$ cat src/rtl/matrix_pkg.sv
// Shared 4x4 matrix packing definitions used by the matrix math units, benches and serializer.
// Latency: n/a (constants, types and a pure function only).
// Backpressure: n/a.
//
// Contents: element width / dimension constants, flat-bus width, element
// offset helper (row-major packing, element (r,c) at c*ELEM_W + r*DIM*ELEM_W),
// and the serializer state enum.
package matrix_pkg;

  localparam int MAT_ELEM_W = 16;
  localparam int MAT_DIM    = 4;
  localparam int MAT_FLAT_W = MAT_DIM * MAT_DIM * MAT_ELEM_W;

  typedef enum logic [1:0] {
    ST_IDLE = 2'd0,
    ST_SEND = 2'd1,
    ST_DONE = 2'd2
  } state_t;

  // Bit offset of element (row,col) inside the flat matrix bus.
  function automatic int elem_offset(input int row, input int col,
                                     input int elem_w = MAT_ELEM_W,
                                     input int dim    = MAT_DIM);
    return col * elem_w + row * dim * elem_w;
  endfunction

endpackage

$ cat src/rtl/matrix_index_gen.sv
// Element index generator: k counter, row/col mapping for row- or column-major order, last flag.
// Latency: row/col/last are decoded combinationally from the registered k.
// Backpressure: k only moves on advance, so indices hold while the consumer stalls.
//
// Ports: clk, reset (sync, active-high); clear restarts k at 0; advance steps k;
// col_major selects column-major order; row/col are the current indices;
// last is high when k addresses the final element.
module matrix_index_gen #(
  parameter int DIM = 4,
  localparam int IDX_W = $clog2(DIM),
  localparam int K_W = $clog2(DIM * DIM)
) (
  input  logic             clk,
  input  logic             reset,
  input  logic             clear,
  input  logic             advance,
  input  logic             col_major,
  output logic [IDX_W-1:0] row,
  output logic [IDX_W-1:0] col,
  output logic             last
);

  logic [K_W-1:0] k_q;

  always_ff @(posedge clk) begin
    if (reset) begin
      k_q <= '0;
    end else if (clear) begin
      k_q <= '0;
    end else if (advance) begin
      k_q <= k_q + 1'b1;
    end
  end

  // Upper half of k walks the outer dimension, lower half the inner one;
  // column-major just swaps which half drives row and which drives col.
  always_comb begin
    if (col_major) begin
      row = k_q[IDX_W-1:0];
      col = k_q[K_W-1:IDX_W];
    end else begin
      row = k_q[K_W-1:IDX_W];
      col = k_q[IDX_W-1:0];
    end
  end

  assign last = (k_q == K_W'(DIM * DIM - 1));

endmodule

$ cat src/rtl/matrix_serializer.sv
// Captures a packed DIMxDIM matrix on start and streams its elements one per valid/ready handshake.
// Latency: element 0 valid the cycle after start is sampled; done pulses the cycle after the last handshake.
// Backpressure: elem_valid holds with stable data/indices until elem_ready; any stall length is legal.
//
// Ports: clk, reset (sync, active-high); m_in/start/transpose capture a matrix
// and its order; elem_out/elem_row/elem_col/elem_last/elem_valid/elem_ready form
// the element stream; busy covers SEND and DONE; done is a one-cycle end pulse.
module matrix_serializer #(
  parameter int ELEM_W = matrix_pkg::MAT_ELEM_W,
  parameter int DIM = matrix_pkg::MAT_DIM,
  localparam int FLAT_W = DIM * DIM * ELEM_W,
  localparam int IDX_W = $clog2(DIM),
  localparam int OFF_W = $clog2(FLAT_W)
) (
  input  logic              clk,
  input  logic              reset,
  input  logic [FLAT_W-1:0] m_in,
  input  logic              start,
  input  logic              transpose,
  output logic              busy,
  output logic [ELEM_W-1:0] elem_out,
  output logic [IDX_W-1:0]  elem_row,
  output logic [IDX_W-1:0]  elem_col,
  output logic              elem_valid,
  input  logic              elem_ready,
  output logic              elem_last,
  output logic              done
);

  import matrix_pkg::*;

  state_t            state_q, state_d;
  logic [FLAT_W-1:0] capture_q;
  logic              col_major_q;
  logic              load, hs, k_last;
  logic [IDX_W-1:0]  row, col;
  logic [OFF_W-1:0]  off;

  assign load = (state_q == ST_IDLE) && start;
  assign hs   = (state_q == ST_SEND) && elem_ready;

  // State register
  always_ff @(posedge clk) begin
    if (reset) begin
      state_q <= ST_IDLE;
    end else begin
      state_q <= state_d;
    end
  end

  // Next-state logic
  always_comb begin
    state_d = state_q;
    case (state_q)
      ST_IDLE: if (start) state_d = ST_SEND;
      ST_SEND: if (hs && k_last) state_d = ST_DONE;
      ST_DONE: state_d = ST_IDLE;
      default: state_d = ST_IDLE;
    endcase
  end

  // Output decode: only state and k feed these, never elem_ready.
  always_comb begin
    busy       = 1'b0;
    elem_valid = 1'b0;
    elem_last  = 1'b0;
    done       = 1'b0;
    case (state_q)
      ST_SEND: begin
        busy       = 1'b1;
        elem_valid = 1'b1;
        elem_last  = k_last;
      end
      ST_DONE: begin
        busy = 1'b1;
        done = 1'b1;
      end
      default: ;
    endcase
  end

  // Capture register and order mode, frozen for the whole stream.
  always_ff @(posedge clk) begin
    if (reset) begin
      capture_q   <= '0;
      col_major_q <= 1'b0;
    end else if (load) begin
      capture_q   <= m_in;
      col_major_q <= transpose;
    end
  end

  // k only advances on non-final handshakes, so it sits at the last index
  // through DONE and is cleared again by the next capture.
  matrix_index_gen #(.DIM(DIM)) u_index_gen (
    .clk       (clk),
    .reset     (reset),
    .clear     (load),
    .advance   (hs && !k_last),
    .col_major (col_major_q),
    .row       (row),
    .col       (col),
    .last      (k_last)
  );

  assign off      = OFF_W'(elem_offset(int'(row), int'(col), ELEM_W, DIM));
  assign elem_out = capture_q[off +: ELEM_W];
  assign elem_row = row;
  assign elem_col = col;

endmodule
$ cat config.mk
export PLATFORM = sky130hd
export DESIGN_NAME = matrix_serializer
export DESIGN_NICKNAME = d
export VERILOG_FILES = /design/src/rtl/matrix_pkg.sv /design/src/rtl/matrix_index_gen.sv /design/src/rtl/matrix_serializer.sv
export SDC_FILE = /design/constraint.sdc
export NUM_CORES = 1
export LEC_CHECK = 0
export ABC_AREA = 1
export CELL_PAD_IN_SITES_DETAIL_PLACEMENT = 1
export CELL_PAD_IN_SITES_GLOBAL_PLACEMENT = 1
export CORE_MARGIN = 1
export CORE_UTILIZATION = 35
export DETAILED_ROUTE_END_ITERATION = 10
export GPL_ROUTABILITY_DRIVEN = 0
export PLACE_DENSITY_LB_ADDON = 0.1
export REMOVE_ABC_BUFFERS = 1
export SLEW_MARGIN = 20
export SYNTH_ARGS = -nofsm -noshare
export SYNTH_HDL_FRONTEND = slang
export SYNTH_SLANG_ARGS = --single-unit
export TNS_END_PERCENT = 30
$ cat constraint.sdc
create_clock -name clk -period 2.1 [get_ports clk]
set_clock_uncertainty 0.2 [all_clocks]
set_input_delay 0.42 -clock clk [delete_from_list [all_inputs] [get_ports clk]]
set_output_delay 0.42 -clock clk [all_outputs]
set_load 0.01 [all_outputs]
==> results.cfg, run 1 <==
[worst_setup_path]
crit_path_max_fanout = 8
critical_path_arrival_ns = 2.14
crit_type = flop to output pin
cp_num_buf_inv = 5
crit_path_end_kind = output pin
worstPathCellList = buf_6 -> nand2_8 -> nand2_8 -> buf_12 -> buf_16 -> buf_12 -> nand2_4 -> nand3_2 -> nand3_2 -> nand3_2 -> nand2_2 -> buf_6
cp-start-kind = flop
path_delay_family = buffers and inverters
slowest_stage = dfxtp_4
crit_top_cell = nand3_2
worst_ep_required_time_ns = 1.48
cpPeakStageDelay_ns = 0.36

[global_routing]
grt_pass1_vias = 13619
grt_first_pass_wirelength_mm = 74.2
antenna_found_initial = 0
gr-total-overflow = 0
grt.total_usage_pct = 26.6
grt_max_degree = 85

[synth]
postSynthAreaPerCell_um2 = 6.95
yosysUniqueCellTypes = 21
synth_top_area_share_pct = 43.7
synth_area_leader_cell = dfxtp_1
synth_warnings = 0
seq_area_frac_synth_pct = 43.7
syn-cell-area_um2 = 12100
yosys-top-cells-area = dfxtp_1 (44%), nand3_1 (13%), o21ai_0 (11%)
synthesis.instances = 1734
ys_ff_latch = 263

[status]
violations = negative setup slack
outcome = finished, violations left

[clock_network]
clockRootBuffer = clkbuf_16
htreeDepth = 1
cts_buffer_depth = 3
cts.sinks = 263
clk_transition_reported_paths_ns = 0.06
cts_tree = yes
clk_latency_ns = 0.55
cts_buffers = 29

[pwr]
p_seq_share_pct = 32.0
ir_drop_mv = 0.655
internal-power_mw = 13.4
power_frac_comb_pct = 45.5
clockPowerShare_pct = 22.6
power_leakage_nw = 7.50
p_sw_mw = 8.17
power_density_nw_per_um2 = 1180
power_switching_share_pct = 37.9

[route]
drt_iter0_drc = 803
drt_pass1_iterations = 5
wl_per_cell_um = 19.2
dr_total_vias = 13061
ant_nets = 0
via_per_inst = 5.19
wl_mm = 48.2
drc = 0

[die]
pin_count = 285
die_w_um = 188
die_h_um = 188
core_um2 = 33700
initial_utilization_pct = 35.8
die_area_um2 = 35200
num_rows = 67

[timing]
layout_min_cycle_time_ns = 2.76
maxSlewViolCount = 0
period_share_pct = 132
setup_viol = 21
layout_setup_ws_ns = -0.664
relSlewSlack_pct = 71.5
worst_pin_slew_ns = 0.424
fmax_mhz = 362
hold_ws_ns = 0.252
rsz0062_at_grt = true
hold_viol_final = 0

[placement]
numPortBuffers = 284
hpwl_mm = 30.6

[cells_and_area]
postLayoutCoreUtil_pct = 54.0
syn2layout_area_growth_pct = 51.0
antenna_cells = 0
mostFrequentLayoutCells = o21ai_0 (261), nand3_1 (260), clkdlybuf4s50_1 (260)
final_common_cell = o21ai_0
nNetsFinal = 2312
drive_above_1_share_pct = 14.2

[job]
max_cap_viol_count = 0

[hold_path]
min_path_type = flop to flop
repair_timing:
item | 4_1_cts | 5_1_grt
pin swaps | 21 | 32
gates cloned | 15 | 2
hold buffers | 0 | 0
buffers inserted | 24 | 2
gates resized for setup | 166 | 55
setup endpoints to repair | 24 | 23
cells by family after synthesis:
logic type               share of synthesized area, %
AO/OA/AOI/OAI                                    20.7
AND/OR/NAND/NOR                                  22.5
XOR/XNOR                                       0.0727
buffers and inverters                            12.4
flip-flops                                       43.7
adder cells (fa/ha/maj)                         0.623
area by class of cell:
class	instances	area (um2)
multi-input combinational	1088	5720
inverter	240	908
clock buffer	44	852
fill	4127	15500
timing repair buffer	423	4830
clock inverter	9	45.0
tap	448	561
sequential	263	5280
power groups by stage:
stage               combinational, mW  sequential [mW]  clock, mW
global placement                 8.45             6.89          0
floorplan                        2.53             5.92          0
finish                           9.80             6.89       4.87
CTS                              9.41             6.88       4.91
global route                     10.7             7.02       5.13
detailed placement               8.66             6.96          0
through the flow:
step	TNS [ns]	power, mW	cell area, um2	instances	setup WS, ns
2_1_floorplan	-1688.30	8.45	11500	1591	-8.58
3_3_place_gp	-7.30	15.3	16100	2423	-0.515
3_5_place_dp	-8.19	15.6	16100	2423	-0.507
4_1_cts	-11.14	21.2	18000	2514	-0.642
5_1_grt	-12.99	22.9	18200	2515	-0.720
6_report	-11.60	21.6	18200	2515	-0.664
flip-flops by register name, indices dropped and copies added (netlist names):
register	flops
capture_q	256
u_index_gen.k_q	4
state_q	2
col_major_q	1
worst register-to-register path, stage by stage (launching register included):
cell and delay (ns):
dfxtp_4 0.36, inv_2 0.07, ha_1 0.21, nand2_4 0.09, buf_12 0.20, buf_4 0.28, o21ai_0 0.32, a21oi_1 0.07
metal layers:
| layer | share of wire [%] | track usage, % | vias up | wire [um] |
|---|---|---|---|---|
| li1 | - | - | 6346 | - |
| met5 | 0 | 0 | - | 0 |
| met3 | 4.3 | 3.03 | 92 | 2060 |
| met4 | 3.0 | 8.19 | 0 | 1440 |
| met1 | 45 | 34.7 | 6282 | 21600 |
| met2 | 48 | 45.7 | 341 | 23100 |
final timing paths:
kind / cells past startpoint / start / to / slack (ns)
hold reg to reg: 2 / capture_q[220] / capture_q[220] / 0.25
setup / recovery: 12 / col_major_q / elem_out[10] / -0.66
setup reg to reg: 7 / state_q[0] / capture_q[159] / 0.17
hold / removal: 2 / capture_q[220] / capture_q[220] / 0.25
synthesized netlist by cell type:
| library cell | instances |
|---|---|
| a211oi_1 | 1 |
| o21ai_1 | 1 |
| buf_4 | 7 |
| nand2_2 | 3 |
| nand2_1 | 174 |
| inv_1 | 238 |
| nand3_1 | 306 |
| buf_2 | 29 |
| o21ai_0 | 261 |
| ha_1 | 6 |
| nand3b_1 | 32 |
| o21ai_2 | 3 |
| nor2_1 | 72 |
| clkbuf_1 | 94 |
| buf_1 | 13 |
| inv_2 | 1 |
| dfxtp_1 | 263 |
| a21oi_1 | 227 |
| a31o_2 | 1 |
| clkinv_1 | 1 |
| xor2_1 | 1 |
(Power assumes the default switching activity.)
==> inputs of run 2 (changes only) <==
==> constraint.sdc (replaced) <==
create_clock -name clk -period 3.1 [get_ports clk]
set_clock_uncertainty 0.2 [all_clocks]
set_input_delay 0.62 -clock clk [delete_from_list [all_inputs] [get_ports clk]]
set_output_delay 0.62 -clock clk [all_outputs]
set_load 0.01 [all_outputs]
==> results.cfg, run 2 (same netlist as run 1, synthesis figures left out) <==
[worst_setup_path]
worst_ep_required_time_ns = 2.28
crit_start = col_major_q
crit_type = flop to output pin
cp-start-kind = flop
crit_path_end_kind = output pin
crit_path_max_fanout = 9
r2r_slack_ns = 0.84
reg2reg_from = state_q[0]
critical_path_arrival_ns = 2.30

[clock_network]
cts_buffers = 30
cts.sinks = 263
cts_tree = yes
htreeDepth = 1
clk_transition_reported_paths_ns = 0.06
cts_buffer_depth = 3
clockRootBuffer = clkbuf_16
cts_hold_buf = 0
clk_latency_ns = 0.55

[global_routing]
grt_max_degree = 103
grt_first_pass_wirelength_mm = 72.3
grt.total_usage_pct = 26.0
grt_pass1_vias = 13053
use_met1_pct = 35.0
antenna_found_initial = 1
top_usage_layer = met2
gr-total-overflow = 0
met2_usage_pct = 42.9
use_met3_pct = 3.28

[timing]
maxSlewViolCount = 0
layout_min_cycle_time_ns = 3.12
setup_tns_ns = -0.0197
layout_setup_ws_ns = -0.0197
worst_pin_slew_ns = 0.467
hold_ws_ns = 0.254
period_share_pct = 101
fmax_mhz = 321
setup_viol = 1
hold_viol_final = 0
relSlewSlack_pct = 68.5
rsz0062_at_grt = true

[route]
drt_pass1_iterations = 5
wl_mm = 46.9
drc = 0
dr_total_vias = 12805
via_per_inst = 5.18
wl_per_cell_um = 19.0
ant_nets = 0
drt_iter0_drc = 773

[die]
die_h_um = 188
initial_utilization_pct = 35.8
die_w_um = 188
die_area_um2 = 35200
num_rows = 67
pin_count = 285
core_um2 = 33700

[cells_and_area]
syn2layout_area_growth_pct = 44.9
drive_above_1_share_pct = 10.7
largest_register = capture_q
final_common_cell = nand3_1
antenna_cells = 0
nNetsFinal = 2267
mostFrequentLayoutCells = nand3_1 (288), clkdlybuf4s50_1 (266), o21ai_0 (261)
largestRegisters = capture_q: 256 flops, u_index_gen.k_q: 4 flops, state_q: 2 flops
fillers = 4191
largest_register_ffs = 256

[pwr]
power_density_nw_per_um2 = 826
ir_drop_mv = 0.442
power_leakage_nw = 7.15

[hold_path]
min_path_type = flop to flop
min_from = capture_q[250]

[status]
violations = negative setup slack
outcome = finished, violations left

[placement]
numPortBuffers = 284
hpwl_mm = 29.4
pre_cts_ws_ns = 0.0527

[job]
max_cap_viol_count = 0
## run 2: cell count changes in the layout (fill, tap and decap cells not counted), sizes merged
cell	change
clkinv	-3
bufinv	+2
clkdlybuf4s50	+6
inv	+1
buf	-51
clkbuf	+2
## run 2: per-stage QoR
| stage | instance area (um2) | std cells | utilization (%) | power (mW) |
|---|---|---|---|---|
| 2_1_floorplan | 11500 | 1591 | - | 6.36 |
| 3_3_place_gp | 15500 | 2375 | 46.0 | 10.0 |
| 3_5_place_dp | 15500 | 2375 | 46.0 | 10.2 |
| 4_1_cts | 17200 | 2464 | 51.1 | 14.2 |
| 5_1_grt | 17500 | 2472 | 51.8 | 15.4 |
| 6_report | 17500 | 2472 | 51.8 | 14.4 |
## run 2: what timing repair did
item / in CTS / in global routing
hold endpoints to repair: 0 / 0
setup buffers: 21 / 8
resized for setup: 95 / 48
gates cloned: 12 / 1
endpoints found under the setup margin: 18 / 16
pin swaps: 9 / 23
## run 2: power breakdown
group	total (mW)	internal, mW	switching, mW
sequential	4.66	4.36	0.294
clock	3.74	2.27	1.47
combinational	6.03	2.43	3.61
total	14.4	9.06	5.37
## run 2: cell type report
type,count,area [um2],share of cell area (%)
sequential,263,5270,30.2
timing repair buffer,377,4160,23.8
multi-input combinational,1088,5510,31.5
inverter,240,913,5.23
tap,448,561,3.21
clock inverter,9,98.8,0.566
clock buffer,47,956,5.47
## run 2: path summary, 6_finish.rpt
check / depth (start not counted) / to
worst min register to register: 2 / capture_q[250]
worst min-delay path: 2 / capture_q[250]
worst max-delay path: 9 / elem_out[3]
worst max register to register: 7 / capture_q[159]
## run 2: metal layers
layer	up-vias	share of wire (%)
met5	-	0
met2	356	46
met3	96	4.7
met4	0	3.4
met1	6105	46
li1	6248	-
## run 2: critical path, cell delays in order (launching register included)
cell	delay, ns
dfxtp_4	0.36
buf_8	0.14
buf_4	0.15
nand2_1	0.14
o21ai_4	0.11
inv_1	0.09
buf_4	0.27
nand3_1	0.16
nand2_2	0.10
clkdlybuf4s15_2	0.23
